===== config.mk =====
export PLATFORM = sky130hd
export DESIGN_NAME = serial_adder
export DESIGN_NICKNAME = d
export VERILOG_FILES = /design/src/rtl/serial_adder.sv
export SDC_FILE = /design/constraint.sdc
export NUM_CORES = 1
export LEC_CHECK = 0
export ABC_CLOCK_PERIOD_IN_PS = 3400
export CAP_MARGIN = 20
export CORE_ASPECT_RATIO = 1.4
export CORE_UTILIZATION = 50
export DETAILED_ROUTE_END_ITERATION = 16
export GPL_TIMING_DRIVEN = 0
export PLACE_DENSITY = 0.76
export SYNTH_ARGS = -nofsm -noshare
export SYNTH_HDL_FRONTEND = slang
export SYNTH_SLANG_ARGS = --single-unit

===== constraint.sdc =====
create_clock -name clk -period 3.4 [get_ports clk]
set_input_delay 0.85 -clock clk [delete_from_list [all_inputs] [get_ports clk]]
set_output_delay 0.85 -clock clk [all_outputs]
set_load 0.02 [all_outputs]

===== src/rtl/serial_adder.sv =====
// Multi-cycle adder: a + b + cin over WIDTH/DIGIT cycles, DIGIT bits per cycle, LSB first.
// Define SERIAL_ADDER_OVF_EN to register the two's-complement overflow flag on ovf.
module serial_adder #(
  parameter int WIDTH = 8,
  parameter int DIGIT = 1
) (
  input  logic             clk,
  input  logic             rst_n,
  input  logic             start,
  input  logic [WIDTH-1:0] a,
  input  logic [WIDTH-1:0] b,
  input  logic             cin,
  output logic             busy,
  output logic             done,
  output logic [WIDTH-1:0] sum,
  output logic             cout,
  output logic             ovf
);

  localparam int N  = WIDTH / DIGIT;
  localparam int CW = (N > 1) ? $clog2(N) : 1;

  typedef enum logic [1:0] {
    S_IDLE = 2'd0,
    S_RUN  = 2'd1,
    S_DONE = 2'd2
  } state_t;

  state_t           state_q, state_d;
  logic [WIDTH-1:0] a_q, a_d, b_q, b_d;
  logic [WIDTH-1:0] work_q, work_d, sum_q, sum_d;
  logic             carry_q, carry_d, cout_q, cout_d;
  logic             busy_q, busy_d, done_q, done_d;
  logic [CW-1:0]    cnt_q, cnt_d;

  logic [31:0]      off_s;
  logic [DIGIT-1:0] dig_a_s, dig_b_s, dig_sum_s;
  logic             dig_cout_s;
  logic [WIDTH-1:0] work_next_s;
  logic             last_s;

  function automatic logic [DIGIT:0] digit_add(input logic [DIGIT-1:0] x,
                                               input logic [DIGIT-1:0] y,
                                               input logic             c);
    return {1'b0, x} + {1'b0, y} + {{DIGIT{1'b0}}, c};
  endfunction

  // Select the current digit of each operand and add it with the running carry
  always_comb begin
    off_s                    = 32'(cnt_q) * 32'(DIGIT);
    dig_a_s                  = DIGIT'(a_q >> off_s);
    dig_b_s                  = DIGIT'(b_q >> off_s);
    {dig_cout_s, dig_sum_s}  = digit_add(dig_a_s, dig_b_s, carry_q);
    // each digit slot is written exactly once per operation, so OR-ing into a cleared register is enough
    work_next_s              = work_q | (WIDTH'(dig_sum_s) << off_s);
    last_s                   = (cnt_q == CW'(N - 1));
  end

`ifdef SERIAL_ADDER_OVF_EN
  logic ovf_q, ovf_d, ovf_calc_s;

  // Same-sign operands producing an opposite-sign result is equivalent to carry-in(MSB) ^ carry-out(MSB)
  always_comb begin
    ovf_calc_s = (dig_a_s[DIGIT-1] == dig_b_s[DIGIT-1]) && (dig_sum_s[DIGIT-1] != dig_a_s[DIGIT-1]);
  end

  // Overflow flag register, updated only on completion
  always_ff @(posedge clk or negedge rst_n) begin
    if (!rst_n) begin
      ovf_q <= 1'b0;
    end else begin
      ovf_q <= ovf_d;
    end
  end

  // Overflow next value
  always_comb begin
    ovf_d = ovf_q;
    if (state_q == S_RUN && last_s) begin
      ovf_d = ovf_calc_s;
    end else begin
      ovf_d = ovf_q;
    end
  end

  assign ovf = ovf_q;
`else
  assign ovf = 1'b0;
`endif

  // Next-state and datapath control
  always_comb begin
    state_d = state_q;
    a_d     = a_q;
    b_d     = b_q;
    work_d  = work_q;
    sum_d   = sum_q;
    carry_d = carry_q;
    cout_d  = cout_q;
    busy_d  = busy_q;
    done_d  = 1'b0;
    cnt_d   = cnt_q;
    case (state_q)
      S_IDLE, S_DONE: begin
        if (start) begin
          a_d     = a;
          b_d     = b;
          carry_d = cin;
          cnt_d   = CW'(0);
          work_d  = {WIDTH{1'b0}};
          busy_d  = 1'b1;
          state_d = S_RUN;
        end else begin
          busy_d  = 1'b0;
          state_d = S_IDLE;
        end
      end
      S_RUN: begin
        work_d  = work_next_s;
        carry_d = dig_cout_s;
        cnt_d   = cnt_q + CW'(1);
        if (last_s) begin
          sum_d   = work_next_s;
          cout_d  = dig_cout_s;
          busy_d  = 1'b0;
          done_d  = 1'b1;
          state_d = S_DONE;
        end else begin
          busy_d  = 1'b1;
          state_d = S_RUN;
        end
      end
      default: begin
        busy_d  = 1'b0;
        state_d = S_IDLE;
      end
    endcase
  end

  // State, operand, working and output registers
  always_ff @(posedge clk or negedge rst_n) begin
    if (!rst_n) begin
      state_q <= S_IDLE;
      a_q     <= {WIDTH{1'b0}};
      b_q     <= {WIDTH{1'b0}};
      work_q  <= {WIDTH{1'b0}};
      sum_q   <= {WIDTH{1'b0}};
      carry_q <= 1'b0;
      cout_q  <= 1'b0;
      busy_q  <= 1'b0;
      done_q  <= 1'b0;
      cnt_q   <= CW'(0);
    end else begin
      state_q <= state_d;
      a_q     <= a_d;
      b_q     <= b_d;
      work_q  <= work_d;
      sum_q   <= sum_d;
      carry_q <= carry_d;
      cout_q  <= cout_d;
      busy_q  <= busy_d;
      done_q  <= done_d;
      cnt_q   <= cnt_d;
    end
  end

  assign busy = busy_q;
  assign done = done_q;
  assign sum  = sum_q;
  assign cout = cout_q;

endmodule


==> results of run 1 <==
==> cell usage in the layout, fill, tap and decap left out, types with 2 or more instances in the layout <==
master            n
buf_2             8
a31oi_1           6
ha_1              2
inv_1             2
dfrtp_1          40
mux4_1            3
clkdlybuf4s50_1  29
clkbuf_8          5
o21ai_0           8
nor2b_1           4
a21oi_1          10
nand2_1           8
a22o_1            3
nor2_1           10
mux2_2           20
==> critical path, cell delays in order (launching register included) <==
cell     delay [ns]
dfrtp_1        0.42
buf_1          0.43
mux4_1         0.38
mux2_2         0.31
fa_1           0.65
nor2b_1        0.29
a31oi_1        0.11
o21ai_0        0.19
==> cell families after synthesis <==
logic type               count (synthesis)  synth area share, %
AND/OR/NAND/NOR                         27                 7.62
buffers and inverters                   12                 3.64
AO/OA/AOI/OAI                           30                 9.93
flip-flops                              40                 55.9
multiplexers                            26                 19.7
XOR/XNOR                                 1                0.490
other                                    1                0.210
adder cells (fa/ha/maj)                  3                 2.52
==> area by class of cell <==
class / instances / share of cell area [%]
Sequential cell: 40 / 45.2
Multi-Input combinational cell: 88 / 32.7
Timing Repair Buffer: 30 / 13.3
Clock buffer: 6 / 3.28
Buffer: 10 / 2.60
Tap cell: 40 / 2.26
Inverter: 2 / 0.339
Clock inverter: 1 / 0.226
==> per-layer routing <==
layer | global-route usage (%) | vias to the layer above | share of wire [%]
met5 | 0 | - | 0
met4 | 5.85 | 0 | 1.2
met3 | 6.25 | 4 | 4.6
met2 | 35.2 | 38 | 55
met1 | 23.2 | 604 | 39
li1 | - | 573 | -
==> flip-flops by register name (all words and copies together) (netlist names) <==
| register | flops |
|---|---|
| a_q | 8 |
| b_q | 8 |
| carry_q | 1 |
| cnt_q | 3 |
| cout | 1 |
| done | 1 |
| state_q | 2 |
| sum | 8 |
| work_q | 8 |
==> metrics by stage <==
stage | setup slack [ns] | hold slack, ns | area [um2] | utilization (%) | power (mW)
final | 0.522 | 0.478 | 2210 | 64.9 | 2.20
after global routing | 0.278 | 0.505 | 2210 | 64.9 | 2.37
after CTS | 0.483 | 0.486 | 2210 | 64.9 | 2.22
after detailed placement | 0.507 | 0.470 | 2130 | 62.6 | 1.93
after global placement | 0.628 | 0.460 | 2140 | 62.8 | 1.87
after floorplan | 0.969 | 0.463 | 1790 | - | 1.59
==> worst max path at each step <==
stage	to	slack (ns)	cells past startpoint
4_1_cts	sum[5]	0.48	7
3_5_place_dp	sum[5]	0.51	7
6_report	sum[5]	0.52	7
5_1_grt	sum[5]	0.28	7
3_3_place_gp	a_q[3]	0.63	1
2_1_floorplan	sum[5]	0.97	7
==> power by group through the flow <==
stage / clock (mW) / sequential, mW / combinational, mW
floorplan: 0 / 0.867 / 0.722
global placement: 0 / 0.816 / 1.05
detailed placement: 0 / 0.835 / 1.09
CTS: 0.300 / 0.826 / 1.09
global route: 0.324 / 0.850 / 1.20
finish: 0.294 / 0.822 / 1.08
==> impl_metrics.ini, run 1 <==
[outcome]
run_status = complete, no violations

[critical_path]
cp_max_fo = 10
end_kind = register
start_kind = register
rr_endpoint = sum[5]
criticalPathCategory = register to register
r2r_start = cnt_q[2]
crit_start = cnt_q[2]
r2r_slack_ns = 0.52
arrival_ns = 3.08
required_ns = 3.61
worstRegToRegCells = 7

[floorplanning]
die_h_um = 72.8
io_pins = 32
dieWidth_um = 52.6
coreArea_mm2 = 0.00341
die_area_mm2 = 0.00382
num_rows = 25
initial_core_util_pct = 52.5

[place]
gp_congestion = 0.801
portBuffers = 30
dpl.cell_count = 210
place_hpwl_mm = 2.36

[routing]
detail_route.wl_per_cell_um = 14.8
wl_mm = 3.21
drt_iter0_drc = 13
drc = 0
ant_nets = 0
first_pass_iters = 4
vias_per_cell = 5.62
via_count = 1219

[final_layout]
fill_cells = 309
drive_above_1_share_pct = 22.0
area.growth.synth_to_final_pct = 23.6
diodes = 0
nets = 200
multi_input_area_um2 = 723
final_cells = 217
regArea_mm2 = 0.00100

[grt]
antenna_found_initial = 0
grt_pass1_wl_mm = 5.57
grt_max_degree = 41
grt_remaining_overflow = 0
first_global_vias = 1249
grt_use_total_pct = 20.1

[clock_tree]
ctsResizeCount = 0
cts_buffers = 5
cts_sinks = 40
cts-root-buf = clkbuf_8
h-tree-depth = 2
cts_tree = done
cts_hold_buf = 0
clk_latency_ns = 0.29
post_cts_buffers = 0
clockBufferDepth = 2
cts.clk_slew.worst_paths_ns = 0.07

[pwr]
p_switching_mw = 0.802
p_int_mw = 1.40
power_frac_seq_pct = 37.4
powerDensity_mw_per_mm2 = 994
pwr-share-clk_pct = 13.4
switching_share_pct = 36.5
p_leak_nw = 0.987
ir_worst_vdd_uv = 645
combPwrFrac_pct = 49.3

[sta]
finalCriticalPeriod_ns = 2.88
tns_ns = 0
slew_headroom_pct = 43.4
hold_viol = 0
fmax_mhz = 347
finClkSkew_ns = 0.00820
rsz0062_at_grt = false
finalSetupViolations = 0
finalMaxSlewViolations = 0
min_period_over_period_pct = 84.6
tightestPinTransition_ns = 0.849

[worst_hold_path]
hold_end = sum[7]
hold_path_class = register to register
whs_path_depth = 2
min_from = sum[7]

[synthesis]
synth_nets = 163
avgSynthCellArea_um2 = 12.8
async_flop_share_pct = 100
synthTopCellsByArea = dfrtp_1 (56%), mux2_2 (13%), mux4_1 (4.4%)
synth_cells = 140
synth.distinct_cells = 30
ys_warn_count = 0
synth_edf_count = 0
netlist_area_mm2 = 0.00179
yosysSeqAreaShare_pct = 55.9
yosysMostFrequentCell = dfrtp_1
synth_area_leader_cell = dfrtp_1
synth_common_cells = dfrtp_1 (40), mux2_2 (20), a21oi_1 (10), nor2_1 (10)
synth_seq_cells = 40
yosys_most_used_dff = dfrtp_1
synth_top_cell_area_share_pct = 55.9

[run]
cap_violations = 0
Power figures use the tool's default switching activity.
==> run 2, diff against run 1 <==
- ABC_CLOCK_PERIOD_IN_PS: 3400 -> 2650
- clock period: 3.4 -> 2.65 ns (I/O delays scaled with it)
==> run 2 against run 1 <==
- flip-flop and latch count did not move
- critical endpoint is now work_q[7]
- first-iteration DRC count rose by 31%
- sequential power rose by 29%
- worst setup slack got worse by 0.41 ns
- hold slack barely moved
- global-route usage did not move
- sequential share of layout area fell by 0.25 points
- via count fell by 0.98%
- clock skew rose by 0.00080 ns
==> impl_metrics.ini, run 2 (same netlist as run 1, synthesis figures left out) <==
[critical_path]
critical_path.cell_chain = buf_6, mux4_2, mux2_4, fa_2, and4b_1, a31oi_1, nor2_1
end_kind = register
required_ns = 2.88
critical_path_buf_inv_count = 1
max_stage_delay_ns = 0.60
slowest_stage = fa_2
crit_family = multiplexers
criticalPathCategory = register to register
cp_max_fo = 10
start_kind = register
arrival_ns = 2.77

[clock_tree]
cts.clk_slew.worst_paths_ns = 0.07
h-tree-depth = 2
cts_buffers = 5
clk_latency_ns = 0.29
clockBufferDepth = 2
cts_sinks = 40
cts_tree = done
cts-root-buf = clkbuf_8

[pwr]
p_leak_nw = 0.994
switching_share_pct = 36.0
p_switching_mw = 1.04
combPwrFrac_pct = 50.3
p_total_mw = 2.89
powerDensity_mw_per_mm2 = 1300
ir_worst_vdd_uv = 849
pwr-share-clk_pct = 13.1
p_int_mw = 1.85
power_frac_seq_pct = 36.6

[worst_hold_path]
hold_path_class = primary input to async pin

[final_layout]
finish.utilization_pct = 65.3
layout_common_cells = dfrtp_1 (39), clkdlybuf4s50_1 (29), mux2_2 (20), a21oi_1 (10), nor2_1 (10)
nets = 200
diodes = 0
regArea_mm2 = 0.00100
area.growth.synth_to_final_pct = 24.5
fill_cells = 308
multi_input_area_um2 = 733
layout.cells.most_common = dfrtp_1
stdcell_area_mm2 = 0.00223
drive_above_1_share_pct = 24.3

[run]
cap_violations = 0

[routing]
wl_mm = 3.21
ant_nets = 0
drc = 0
detail_route.wl_per_cell_um = 14.8
vias_per_cell = 5.56
drt_iter0_drc = 17
via_count = 1207
first_pass_iters = 4

[sta]
finalCriticalPeriod_ns = 2.54
rsz0062_at_grt = false
fmax_mhz = 394
min_period_over_period_pct = 95.8
setup_slack_ns = 0.110
finalMaxSlewViolations = 0
tns_ns = 0
finalSetupViolations = 0
hold_viol = 0
finClkSkew_ns = 0.00900
tightestPinTransition_ns = 0.860
slew_headroom_pct = 42.6

[place]
place_ws_ns = -0.243
portBuffers = 30
placed_cell_area_mm2 = 0.00213
place_hpwl_mm = 2.36
gp_congestion = 0.801

[floorplanning]
coreArea_mm2 = 0.00341
dieWidth_um = 52.6
initial_core_util_pct = 52.5
num_rows = 25
io_pins = 32
die_area_mm2 = 0.00382
die_h_um = 72.8

[grt]
grt_max_degree = 41
antenna_found_initial = 0
grt_use_total_pct = 20.1
grt_remaining_overflow = 0
first_global_vias = 1249
grt_pass1_wl_mm = 5.57

[outcome]
run_status = complete, no violations
run 2: metal layers:
layer / GRT usage (%) / vias to the layer above / part of all wire (%)
li1: - / 575 / -
met1: 23.2 / 596 / 40
met2: 35.2 / 32 / 55
met3: 6.25 / 4 / 4.1
met4: 5.85 / 0 / 1.2
met5: 0 / - / 0
run 2: layout make-up:
class | count | area share (%)
buffer | 10 | 2.75
tap | 40 | 2.25
inverter | 2 | 0.337
multi-input combinational | 88 | 32.9
sequential | 40 | 45.0
clock inverter | 1 | 0.225
timing repair buffer | 30 | 13.3
clock buffer | 6 | 3.26
run 2: metrics by stage:
stage	cells	hold WS, ns
2_1_floorplan	140	0.367
3_3_place_gp	210	0.460
3_5_place_dp	210	0.470
4_1_cts	217	0.486
5_1_grt	217	0.505
6_report	217	0.477
run 2: repair_timing:
action / 4_1_cts / 5_1_grt
setup endpoints to repair: 12 / 12
setup buffers: 0 / 0
hold buffers: 0 / 0
gates resized for setup: 3 / 4
hold endpoints to repair: 0 / 0
run 2: final timing paths:
| path | startpoint | cells after the start | slack, ns | endpoint |
|---|---|---|---|---|
| worst max-delay path | cnt_q[0] | 7 | 0.11 | work_q[7] |
| worst min-delay path | rst_n | 1 | 0.48 | done |
| worst max register to register | cnt_q[0] | 7 | 0.11 | work_q[7] |
| worst min register to register | sum[7] | 2 | 0.48 | sum[7] |
| max in group asynchronous | rst_n | 1 | 1.57 | cnt_q[0] |
| min in group clk | sum[7] | 2 | 0.48 | sum[7] |
run 2: power by group through the flow:
| stage | Sequential, mW | Combinational, mW | Clock, mW |
|---|---|---|---|
| final | 1.06 | 1.45 | 0.378 |
| after detailed placement | 1.07 | 1.40 | 0 |
| after floorplan | 1.11 | 0.926 | 0 |
| after global routing | 1.09 | 1.60 | 0.415 |
| after global placement | 1.05 | 1.35 | 0 |
| after CTS | 1.06 | 1.42 | 0.385 |
==> run 3, diff against run 2 <==
- ABC_CLOCK_PERIOD_IN_PS: 2650 -> 2400
- clock period: 2.65 -> 2.4 ns (I/O delays scaled with it)
==> run 3 against run 2 <==
- the flow now finishes with violations (negative setup slack)
- register-to-register slack lost 0.16 ns
- non-clock buffer count up 3
- maximum frequency increased by 3.7%
- cell count increased by 1.4%
==> impl_metrics.ini, run 3 (same netlist as run 1, synthesis figures left out) <==
[sta]
hold_ws_ns = 0.408
finalCriticalPeriod_ns = 2.45
tightestPinTransition_ns = 0.857
slew_headroom_pct = 42.9
finalMaxSlewViolations = 0
setup_slack_ns = -0.0501
fmax_mhz = 408
finClkSkew_ns = 0.00656
rsz0062_at_grt = true
min_period_over_period_pct = 102
finalSetupViolations = 9
tns_ns = -0.155
hold_viol = 0

[critical_path]
max_stage_delay_ns = 0.57
crit_family = multiplexers
end_kind = register
required_ns = 2.58
criticalPathCategory = register to register
slowest_stage = mux4_1
critical_path.cell_chain = mux4_1, mux2_2, fa_2, and4b_2, a31oi_1, nor2_1
cp_max_fo = 5
start_kind = register
critical_path_buf_inv_count = 0
arrival_ns = 2.63

[grt]
grt_pass1_wl_mm = 5.73
busiest_layer = met2
grt_use_total_pct = 21.2
first_global_vias = 1285
antenna_found_initial = 0
gr-usage-met2_pct = 38.1
grt_remaining_overflow = 0
grt_max_degree = 41
use_met3_pct = 6.25
grt_use_met1_pct = 22.3

[pwr]
combPwrFrac_pct = 52.8
switching_share_pct = 36.6
p_int_mw = 2.14
p_total_mw = 3.37
p_leak_nw = 1.00
ir_worst_vdd_uv = 912
pwr-share-clk_pct = 12.5
power_frac_seq_pct = 34.7
powerDensity_mw_per_mm2 = 1490
p_switching_mw = 1.23

[outcome]
run_status = complete, but fails checks
violations = negative setup slack

[place]
portBuffers = 30
dpl.cell_count = 210
gp_congestion = 0.781

[final_layout]
nets = 203
drive_above_1_share_pct = 27.2
final_cells = 220
fill_cells = 287
layout.cells.most_common = dfrtp_1
diodes = 0
area.growth.synth_to_final_pct = 26.5
layout_common_cells = dfrtp_1 (39), clkdlybuf4s50_1 (29), mux2_2 (20), a21oi_1 (10), nor2_1 (10)

[floorplanning]
num_rows = 25
die_area_mm2 = 0.00382
initial_core_util_pct = 52.5
io_pins = 32
dieWidth_um = 52.6
coreArea_mm2 = 0.00341
die_h_um = 72.8

[clock_tree]
cts.clk_slew.worst_paths_ns = 0.07
clk_latency_ns = 0.30
clockBufferDepth = 2
cts_buffers = 5
cts_hold_buf = 0
cts_tree = done
h-tree-depth = 2
cts_sinks = 40
cts-root-buf = clkbuf_8

[routing]
drt_iter0_drc = 17
drc = 0
detail_route.wl_per_cell_um = 15.9
via_count = 1193
ant_nets = 0
first_pass_iters = 4
vias_per_cell = 5.42
wl_mm = 3.49

[run]
cap_violations = 0

[worst_hold_path]
hold_path_class = primary input to async pin
-- run 3: cell types whose count changed in the layout (fill, tap and decap cells not counted) --
cell / previous run / this run
and4b_2: 0 / 1
o21ai_0: 7 / 0
buf_4: 1 / 4
a31oi_2: 0 / 2
and4b_1: 1 / 0
o21ai_1: 1 / 8
a31oi_1: 6 / 4
-- run 3: power groups by stage --
| stage | Clock (mW) | Sequential, mW | Combinational (mW) |
|---|---|---|---|
| after floorplan | 0 | 1.23 | 1.05 |
| after global placement | 0 | 1.16 | 1.52 |
| after detailed placement | 0 | 1.18 | 1.58 |
| after CTS | 0.426 | 1.17 | 1.72 |
| after global routing | 0.467 | 1.20 | 1.96 |
| final | 0.420 | 1.17 | 1.78 |
-- run 3: through the flow --
stage / area (um2) / util (%) / setup WS, ns
3_3_place_gp: 2140 / 62.9 / -0.246
6_report: 2260 / 66.4 / -0.0501
4_1_cts: 2240 / 65.7 / -0.0846
5_1_grt: 2260 / 66.4 / -0.145
3_5_place_dp: 2140 / 62.8 / -0.292
2_1_floorplan: 1790 / - / 0.0131
-- run 3: worst register-to-register path: cells and delay by family (launching register included) --
| kind | cells | cell delay (ns) |
|---|---|---|
| AO/OA/AOI/OAI | 1 | 0.20 |
| flip-flops | 1 | 0.43 |
| adder cells (fa/ha/maj) | 1 | 0.49 |
| multiplexers | 2 | 0.88 |
| AND/OR/NAND/NOR | 2 | 0.35 |
-- run 3: cell type report --
type | instances | area [um2] | share of cell area [%]
flip-flops and latches | 40 | 1000 | 44.3
plain buffers | 10 | 61.3 | 2.71
clock inverters | 1 | 5.00 | 0.221
repair buffers | 33 | 318 | 14.0
inverters | 2 | 7.51 | 0.332
multi-input cells | 88 | 747 | 33.0
well taps | 40 | 50.0 | 2.21
clock buffers | 6 | 72.6 | 3.21
-- run 3: metal layers --
| metal | vias up | part of all wire (%) | wire length (um) |
|---|---|---|---|
| met4 | 0 | 1.7 | 59 |
| met5 | - | 0 | 0 |
| met2 | 31 | 55 | 1930 |
| met1 | 583 | 39 | 1360 |
| li1 | 572 | - | - |
| met3 | 7 | 4.0 | 138 |
-- run 3: worst paths after layout --
| check | start | to | slack (ns) | cells after the start |
|---|---|---|---|---|
| setup / recovery | cnt_q[0] | work_q[7] | -0.05 | 6 |
| hold / removal | rst_n | done | 0.41 | 1 |
| setup reg to reg | cnt_q[0] | work_q[7] | -0.05 | 6 |
| hold reg to reg | sum[2] | sum[2] | 0.48 | 2 |
| max in group asynchronous | rst_n | cnt_q[0] | 1.40 | 1 |
| min in group clk | sum[2] | sum[2] | 0.48 | 2 |
-- run 3: what timing repair did --
item	in CTS	in global routing
pin swaps	7	1
buffers inserted	2	1
gates resized for setup	6	9
endpoints found under the setup margin	16	16
